File: src/rtl/rx_word_fifo.sv
// rx_word_fifo: receive-side word buffer behind the serial-in/parallel-out
// shift register. Words are captured on the single-cycle in_valid strobe
// and stored in a DEPTH-entry circular buffer. The consumer reads them
// through a show-ahead valid/ready interface. A sticky flag records lost
// words.
//
// Optional build macro RX_FIFO_OVERWRITE_EN: when the buffer is full and
// no pop occurs, the oldest word is discarded to make room for the new
// word. By default the new word is dropped instead. The overflow flag is
// set in both builds.
module rx_word_fifo #(
    parameter int WIDTH = 32,
    parameter int DEPTH = 8
) (
    input  logic                     clk,
    input  logic                     rstn,
    input  logic [WIDTH-1:0]         in_word,
    input  logic                     in_valid,
    output logic [WIDTH-1:0]         out_word,
    output logic                     out_valid,
    input  logic                     out_ready,
    output logic [$clog2(DEPTH):0]   level,
    output logic                     overflow,
    input  logic                     clear_overflow
);

    localparam int             AW         = $clog2(DEPTH);
    localparam logic [AW:0]    FULL_LEVEL = (AW+1)'(DEPTH);

    logic [WIDTH-1:0] mem_r [DEPTH];
    logic [AW-1:0]    wr_ptr_r;
    logic [AW-1:0]    rd_ptr_r;
    logic [AW:0]      level_r;
    logic             overflow_r;

    logic             full_s;
    logic             out_valid_s;
    logic             pop_s;
    logic             push_s;
    logic             ovf_evt_s;
    logic             wr_en_s;
    logic             rd_adv_s;
    logic [AW:0]      level_nxt_s;

    // Derive push/pop/overflow decisions and the next level from registered state and inputs.
    always_comb begin
        full_s      = 1'b0;
        out_valid_s = 1'b0;
        pop_s       = 1'b0;
        push_s      = 1'b0;
        ovf_evt_s   = 1'b0;
        wr_en_s     = 1'b0;
        rd_adv_s    = 1'b0;
        level_nxt_s = level_r;

        full_s      = (level_r == FULL_LEVEL);
        out_valid_s = (level_r != {(AW+1){1'b0}});
        // A pop request on an empty buffer is ignored.
        pop_s       = out_valid_s && out_ready;
        // A full buffer still accepts a word when a pop frees a slot in the same cycle.
        push_s      = in_valid && (!full_s || pop_s);
        ovf_evt_s   = in_valid && full_s && !pop_s;
`ifdef RX_FIFO_OVERWRITE_EN
        // Overwrite: drop the oldest entry and store the new word. Level is unchanged.
        wr_en_s     = push_s || ovf_evt_s;
        rd_adv_s    = pop_s || ovf_evt_s;
`else
        wr_en_s     = push_s;
        rd_adv_s    = pop_s;
`endif
        case ({push_s, pop_s})
            2'b10:   level_nxt_s = level_r + (AW+1)'(1);
            2'b01:   level_nxt_s = level_r - (AW+1)'(1);
            default: level_nxt_s = level_r;
        endcase
    end

    // Storage array write port. The array has no reset; validity is tracked by level.
    always_ff @(posedge clk) begin
        if (wr_en_s) begin
            mem_r[wr_ptr_r] <= in_word;
        end else begin
            mem_r[wr_ptr_r] <= mem_r[wr_ptr_r];
        end
    end

    // Pointers and level. Reset discards all stored words immediately.
    always_ff @(posedge clk or negedge rstn) begin
        if (!rstn) begin
            wr_ptr_r <= {AW{1'b0}};
            rd_ptr_r <= {AW{1'b0}};
            level_r  <= {(AW+1){1'b0}};
        end else begin
            if (wr_en_s) begin
                wr_ptr_r <= wr_ptr_r + AW'(1);
            end else begin
                wr_ptr_r <= wr_ptr_r;
            end
            if (rd_adv_s) begin
                rd_ptr_r <= rd_ptr_r + AW'(1);
            end else begin
                rd_ptr_r <= rd_ptr_r;
            end
            level_r <= level_nxt_s;
        end
    end

    // Sticky overflow flag. A new loss event takes priority over a clear.
    always_ff @(posedge clk or negedge rstn) begin
        if (!rstn) begin
            overflow_r <= 1'b0;
        end else if (ovf_evt_s) begin
            overflow_r <= 1'b1;
        end else if (clear_overflow) begin
            overflow_r <= 1'b0;
        end else begin
            overflow_r <= overflow_r;
        end
    end

    // Outputs depend only on registered state. out_word reads as zero while the buffer is empty.
    assign out_valid = out_valid_s;
    assign out_word  = out_valid_s ? mem_r[rd_ptr_r] : {WIDTH{1'b0}};
    assign level     = level_r;
    assign overflow  = overflow_r;

endmodule

File: config.mk
export PLATFORM = sky130hd
export DESIGN_NAME = rx_word_fifo
export DESIGN_NICKNAME = d
export VERILOG_FILES = /design/src/rtl/rx_word_fifo.sv
export SDC_FILE = /design/constraint.sdc
export NUM_CORES = 1
export LEC_CHECK = 0
export BUFFER_PORTS_ARGS = -buffer_cell sky130_fd_sc_hd__clkbuf_2
export CORE_MARGIN = 8
export CORE_UTILIZATION = 40
export CTS_BUF_LIST = sky130_fd_sc_hd__clkbuf_4 sky130_fd_sc_hd__clkbuf_8 sky130_fd_sc_hd__clkbuf_16
export DETAILED_ROUTE_END_ITERATION = 10
export GPL_ROUTABILITY_DRIVEN = 0
export PLACE_DENSITY_LB_ADDON = 0.3
export SETUP_SLACK_MARGIN = 0.5
export SLEW_MARGIN = 15
export SYNTH_ARGS = -nofsm -noshare
export SYNTH_HDL_FRONTEND = slang
export SYNTH_SLANG_ARGS = --single-unit
File: constraint.sdc
create_clock -name clk -period 10.55 [get_ports clk]
set_input_delay 1.5825 -clock clk [delete_from_list [all_inputs] [get_ports clk]]
set_output_delay 1.5825 -clock clk [all_outputs]
set_load 0.01 [all_outputs]
; ---- Word-level counts from Yosys, hierarchy flattened
; Memories as Yosys holds them, arrays and structs flattened.
; Index checks and enable logic that the tools add are counted.
[totals]
ff_bits = 11
ramBits = 256
in_bits = 37
out_inout_bits = 38
elab_cells = 33
n_memories = 1
[memory_table]
columns = name, depth, word_bits, rd, rd_clocked_by_memory_dff, write_ports, line_no
row1 = mem_r, 8, 32, 1, 0, 1, 30  ; logic [WIDTH-1:0] mem_r [DEPTH];
[op_classes]
add_sub_neg = 4
n_eq_ne = 4
mux = 8
n_bitwise = 1
n_reduce_logical = 11
[op_table]
columns = cell, n
row1 = $mux 32, 2
row2 = $pmux 4 s2, 1
row3 = $add 3x1->3 const B, 2
row4 = $mux 1, 5
row5 = $add 4x1->4 const B, 1
row6 = $eq 4x4->1 const B, 1
row7 = $logic_and 1x1->1, 4
row8 = $reduce_bool 2->1, 2
row9 = $reduce_bool 4->1, 1
row10 = $sub 4x1->4 const B, 1
row11 = $eq 2x1->1 const B, 1
row12 = $eq 2x2->1 const B, 1
row13 = $logic_not 1->1, 2
row14 = $reduce_and 2->1, 1
row15 = $logic_or 1x1->1, 1
row16 = $ne 0x0->1, 1
row17 = $or 1x1->1, 1

; ---- Longest topological paths before layout
; Gate-level depths: netlist (run 1).
[depth]
word_depth = 7
ltp_mapped = 8
ltp_nobuf = 7

; ---- Worst setup path after synthesis (run 1)
; No wires, ideal clock.
[synth_timing]
path_kind = input port to flip-flop
start = in in_valid
end = mem mem_r[0][0], enable pin
setup_time_ps = 501
arrival_ps = 5159
required_time_ps = 10049
slack_ps = 4889
stages = 3
n_path_buf = 1
path_cell_list = buf_1 -> o31ai_4 -> nor4_1
[synth_via]
elab_chain_cells = 4
elab_cells_between_ends = 6
cone_classes = 3 x mux / 1 x bitwise / 2 x reduce/logical
[synth_lines]
columns = element, line_no
row1 = start: declaration, 18  ; input logic in_valid,
row2 = $logic_and 1x1->1 *, 61  ; push_s = in_valid && (!full_s || pop_s);
row3 = $mux 1 (on tied branches), "80, 83"
row4 = $mux 1 (implied by the code) / $reduce_and 2->1 (equally long branches), n/a
row5 = $or 1x1->1 (no line) *, n/a
row6 = end: declaration, 30
; Mark *: on every way between the ends. The rest lies on a longest branch, timed or not.

; ---- Worst setup path after layout (run 1)
[layout_timing]
start = reg rd_ptr_r[1]
end = out out_word[2]
[layout_via]
elab_chain_cells = 2
[layout_lines]
columns = element, line_no
row1 = start: declaration, 32  ; logic [AW-1:0] rd_ptr_r;
row2 = start signal: assignment, 91  ; rd_ptr_r <= {AW{1'b0}};
row3 = start signal: assignment, 100  ; rd_ptr_r <= rd_ptr_r + AW'(1);
row4 = start signal: assignment, 102  ; rd_ptr_r <= rd_ptr_r;
row5 = $mem_v2 8x32, n/a
row6 = $mux 32, 123  ; assign out_word = out_valid_s ? mem_r[rd_ptr_r] : {WIDTH{1'b0}};
row7 = end: declaration, 19  ; output logic [WIDTH-1:0] out_word,
; No other way between the ends.

==> qor.yml, run 1 <==
outcome:
  status: "finished clean"
worst_setup_path:
  rr_worst_depth: 8
  worst-setup-path-type: "flip-flop to primary output"
  arrival_ns: 3.39
  endpoint_kind: "primary output"
  critPathMaxFanout: 68
  worst-r2r-setup-slack_ns: 7.51
  cp.required_ns: 8.97
  start_kind: "flip-flop"
synthesis:
  synth_ff_type: "edfxtp_1"
  synth_edf_count: 256
  yosysSeqAreaShare_pct: 74.8
  async_flop_share_pct: 4.12
  syn_area_per_cell_sq_um: 17.9
  ys_types: 42
  synthesis.nets: 636
  yosys_warnings: 0
  synth.cell_area_sq_mm: 0.0106
  ys_ff_latch: 267
  netlist_instances: 596
clocking:
  clock_latency_ns: 0.53
  postCtsSetupBuffers: 0
  cts_resized: 0
  cts_buffers: 28
  path_clk_slew_ns: 0.06
  cts_tree: "done"
  cts_buffer_depth: 3
  h-tree-depth: 1
  ctsHoldBuffers: 0
  cts-root-buf: "clkbuf_16"
  clkSinkCount: 267
global_routing:
  grt_pass1_vias: 6057
  antenna_found_initial: 0
  grt_pass1_wl_um: 35400
  track_usage_pct: 14.6
  grt_start_max_net_pins: 69
  grt_overflow_total: 0
place:
  dpl.hpwl_um: 12700
  postPlaceCellArea_sq_mm: 0.0114
  io_buffers: 74
sta:
  hold_viol_final: 0
  finalSetupTns_ns: 0
  relSlewSlack_pct: 32.7
  finalSetupViolCount: 0
  period_share_pct: 47.1
  finalClockSkew_ns: 0.0107
  fin_crit_ns: 4.97
  rsz0062_at_grt: "false"
  slew_violations: 0
  timing_worst_slew_pin_value_ns: 1.01
  max_freq_mhz: 201
cells_and_area:
  final_common_cell: "edfxtp_1"
  finish.instance_area_sq_mm: 0.0124
  final_cell_mix: "256 x edfxtp_1, 129 x mux2_2, 74 x clkbuf_2, 64 x o22ai_1, 34 x nor3_1"
  diodes: 0
  multi_input_area_sq_mm: 0.00256
  fill_cells: 2211
  area_growth_pct: 16.2
  regArea_sq_mm: 0.00797
  drive_gt1_share_pct: 40.0
  fin_nets: 719
drt:
  dr.first_iter.drc_count: 384
  dr.pass1.iters: 5
  route.detailed.vias_per_inst: 5.40
  wl_per_cell_um: 22.4
  wl_um: 23200
  antenna_left: 0
  drc: 0
  dr_total_vias: 5584
floorplan:
  die_height_um: 179
  die_x_um: 179
  initial_core_util_pct: 40.7
  ios: 75
  fp.coreArea_sq_mm: 0.0261
  dieArea_sq_mm: 0.0321
  rows: 59
power:
  p_per_area_mw_per_mm2: 283
  max-vdd-ir-drop_mv: 0.171
  p_leak_nw: 4.12
worst_hold_path:
  holdPathStages: 2
  hp-class: "flip-flop to flip-flop"
flow_run:
  drv_cap: 0
## state kept, by name (all words and copies together) (netlist names)
name      cells
mem_r       256
level         4
wr_ptr_r      3
rd_ptr_r      3
overflow      1
## Yosys cell counts (2+ instances only)
cell,number,share of area (%)
nand2b_1,10,0.59
a21oi_1,3,0.14
buf_2,15,0.71
buf_1,2,0.071
xnor2_1,4,0.33
dfrtp_1,11,2.6
nand2_1,4,0.14
ha_1,3,0.35
mux2i_1,2,0.19
edfxtp_1,256,72
o41ai_1,2,0.16
nor3_1,38,1.8
mux2_2,129,14
nand3_1,2,0.094
nand4_1,2,0.12
o22ai_1,64,3.8
nor2_1,6,0.21
clkbuf_1,19,0.67
## layer usage
| layer | vias to the layer above | track usage, % | part of all wire, % |
|---|---|---|---|
| met2 | 135 | 25.8 | 51 |
| met1 | 2831 | 18.1 | 42 |
| li1 | 2578 | - | - |
| met3 | 40 | 2.51 | 4.9 |
| met4 | 0 | 4.30 | 2.6 |
| met5 | - | 0 | 0 |
## worst paths after layout
| check | startpoint | end |
|---|---|---|
| setup / recovery | rd_ptr_r[1]$_DFFE_PN0N_ | out_word[2] |
| hold / removal | overflow$_DFFE_PN0P_ | overflow$_DFFE_PN0P_ |
| setup reg to reg | level[0]$_DFFE_PN0P_ | level[2]$_DFFE_PN0P_ |
| hold reg to reg | overflow$_DFFE_PN0P_ | overflow$_DFFE_PN0P_ |
| max in group asynchronous | rstn | rd_ptr_r[1]$_DFFE_PN0N_ |
| min in group asynchronous | rstn | overflow$_DFFE_PN0P_ |
## cell type report
class                      instances  area share (%)
timing repair buffer              90            3.97
tap                              335            3.39
clock inverter                    17            1.27
sequential                       267            64.4
clock buffer                      34            6.17
multi-input combinational        290            20.7
inverter                           2          0.0607
## metrics by stage
step | hold WS (ns) | std cells | setup WS (ns) | util [%] | total power, W
2_1_floorplan | 0.492 | 596 | 4.89 | - | 0.00217
3_3_place_gp | 0.490 | 984 | 6.18 | 43.8 | 0.00255
3_5_place_dp | 0.491 | 984 | 6.09 | 43.8 | 0.00259
4_1_cts | 0.516 | 1035 | 5.54 | 47.3 | 0.00355
5_1_grt | 0.561 | 1035 | 5.42 | 47.3 | 0.00368
6_report | 0.514 | 1035 | 5.58 | 47.3 | 0.00351
## power by group
part / internal, W / total, W / switching (W)
clock network: 0.000585 / 0.000968 / 0.000383
registers: 0.00133 / 0.00145 / 0.000122
logic: 0.000467 / 0.00108 / 0.000617
## logic make-up (layout without fill, tap and decap cells)
| group | Yosys count | in the layout | synth area share [%] |
|---|---|---|---|
| mux | 133 | 133 | 14.1 |
| xor+xnor | 4 | 4 | 0.329 |
| buf+inv | 39 | 143 | 1.62 |
| simple gates | 70 | 70 | 3.66 |
| fa+ha+maj | 3 | 3 | 0.353 |
| flops | 267 | 267 | 74.8 |
| compound gates | 80 | 80 | 5.17 |
## critical path: stages (launching register included)
cell      delay (ns)
dfrtp_4         0.99
buf_4           0.82
mux2_2          0.30
o22ai_1         0.07
nor3_1          0.41
clkbuf_2        0.22
(Power assumes the default switching activity.)
==> run 2: changes to the inputs <==
- clock period: 10.55 -> 4.6 ns (I/O delays scaled with it)
==> run 2 against run 1 <==
Against the previous run: final area is 0.20% lower; highest routed layer unchanged; critical endpoint is now out_word[0]; register-to-register slack worse by 5.9 ns; count of clock-buffer cells in the layout is 3 higher; critical path depth stayed put; die area stayed put; combinational power is 130% higher; via count is 1.0% higher; largest power group unchanged.
==> qor.yml, run 2 (synthesis gave the netlist of run 1 again) <==
global_routing:
  antenna_found_initial: 1
  track_usage_pct: 14.6
  grt_pass1_vias: 6031
  grt_pass1_wl_um: 35400
  grt_start_max_net_pins: 65
  grt_overflow_total: 0
sta:
  finalClockSkew_ns: 0.0125
  fin_crit_ns: 3.61
  worst_hold_slack_ns: 0.0421
  slew_violations: 0
  finalSetupTns_ns: 0
  max_freq_mhz: 277
  relSlewSlack_pct: 34.0
  timing_worst_slew_pin_value_ns: 0.989
  period_share_pct: 78.4
  hold_viol_final: 0
  finalSetupViolCount: 0
  rsz0062_at_grt: "false"
worst_setup_path:
  crit_end: "out_word[0]"
  crit_family: "flip-flops"
  rr_worst_depth: 7
  endpoint_kind: "primary output"
  start_kind: "flip-flop"
  cp.required_ns: 3.91
  cp-startpoint: "rd_ptr_r[1]$_DFFE_PN0N_"
  arrival_ns: 2.92
  r2r_end: "level[2]$_DFFE_PN0P_"
  worst-setup-path-type: "flip-flop to primary output"
  timing.critical_path.buf_inv: 2
  path_cells: "buf_4 > mux2_2 > o22ai_1 > nor3_1 > clkbuf_2"
  r2r_start: "level[0]$_DFFE_PN0P_"
  slowest_stage: "dfrtp_4"
  slowest_delay_ns: 0.99
  critPathMaxFanout: 64
  crit_cells: 5
  worst-r2r-setup-slack_ns: 1.57
clocking:
  cts-root-buf: "clkbuf_16"
  clock_latency_ns: 0.53
  path_clk_slew_ns: 0.06
  ctsHoldBuffers: 0
  cts_tree: "done"
  cts_buffer_depth: 3
  cts_buffers: 28
  clkSinkCount: 267
  postCtsSetupBuffers: 0
  cts_resized: 0
  h-tree-depth: 1
drt:
  wl_per_cell_um: 22.4
  wl_um: 23100
  dr.pass1.iters: 4
  drc: 0
  antenna_left: 0
  route.detailed.vias_per_inst: 5.46
  dr.first_iter.drc_count: 348
  dr_total_vias: 5641
cells_and_area:
  top_register: "mem_r"
  fill_cells: 2234
  drive_gt1_share_pct: 39.9
  area_growth_pct: 15.9
  final_cell_mix: "256 x edfxtp_1, 129 x mux2_2, 74 x clkbuf_2, 64 x o22ai_1, 34 x nor3_1"
  largest_reg_flops: 256
  fin_nets: 720
  final_common_cell: "edfxtp_1"
power:
  max-vdd-ir-drop_mv: 0.396
  p_per_area_mw_per_mm2: 647
  p_leak_nw: 4.10
floorplan:
  initial_core_util_pct: 40.7
  fp.coreArea_sq_mm: 0.0261
  die_x_um: 179
  die_height_um: 179
  dieArea_sq_mm: 0.0321
  ios: 75
  rows: 59
worst_hold_path:
  hp-class: "input port to async pin"
outcome:
  status: "finished clean"
flow_run:
  drv_cap: 0
place:
  dpl.hpwl_um: 13200
  io_buffers: 74
## run 2: layout make-up
class                   count  area (sq um)  area share (%)
flip-flops and latches    267          7970            64.5
multi-input cells         290          2570            20.8
clock buffers              37           786            6.37
repair buffers             91           498            4.03
well taps                 335           419            3.40
clock inverters            10          91.3           0.740
inverters                   2          7.51          0.0608
diodes                      1          2.50          0.0203
## run 2: layer usage
| metal | share of wire [%] | up-vias | GRT usage (%) |
|---|---|---|---|
| met2 | 49 | 169 | 25.0 |
| met3 | 7.4 | 48 | 2.84 |
| met1 | 41 | 2854 | 18.1 |
| li1 | - | 2570 | - |
| met5 | 0 | - | 0 |
| met4 | 2.7 | 0 | 5.24 |
## run 2: stage by stage
| stage | instance area, sq um | worst slack [ns] | cells | total power (W) | utilization, % |
|---|---|---|---|---|---|
| floorplan | 10700 | 0.670 | 596 | 0.00498 | - |
| global placement | 11500 | 1.56 | 985 | 0.00588 | 43.9 |
| global route | 12300 | 0.804 | 1033 | 0.00837 | 47.2 |
| detailed placement | 11500 | 1.48 | 985 | 0.00595 | 43.9 |
| finish | 12300 | 0.992 | 1033 | 0.00799 | 47.2 |
| CTS | 12300 | 0.908 | 1032 | 0.00810 | 47.2 |
## run 2: power breakdown
part           internal [W]  total, W  switching (W)
sequential          0.00306   0.00335       0.000289
clock               0.00130   0.00214       0.000842
combinational       0.00108   0.00250        0.00142
## run 2: how the worst min path moves through the flow
stage                              start              endpoint  slack [ns]
detailed placement  overflow$_DFFE_PN0P_  overflow$_DFFE_PN0P_        0.55
CTS                                 rstn  overflow$_DFFE_PN0P_        0.03
global placement    overflow$_DFFE_PN0P_  overflow$_DFFE_PN0P_        0.54
floorplan                           rstn  level[0]$_DFFE_PN0P_        0.39
finish                              rstn  overflow$_DFFE_PN0P_        0.04
global route                        rstn  overflow$_DFFE_PN0P_        0.04
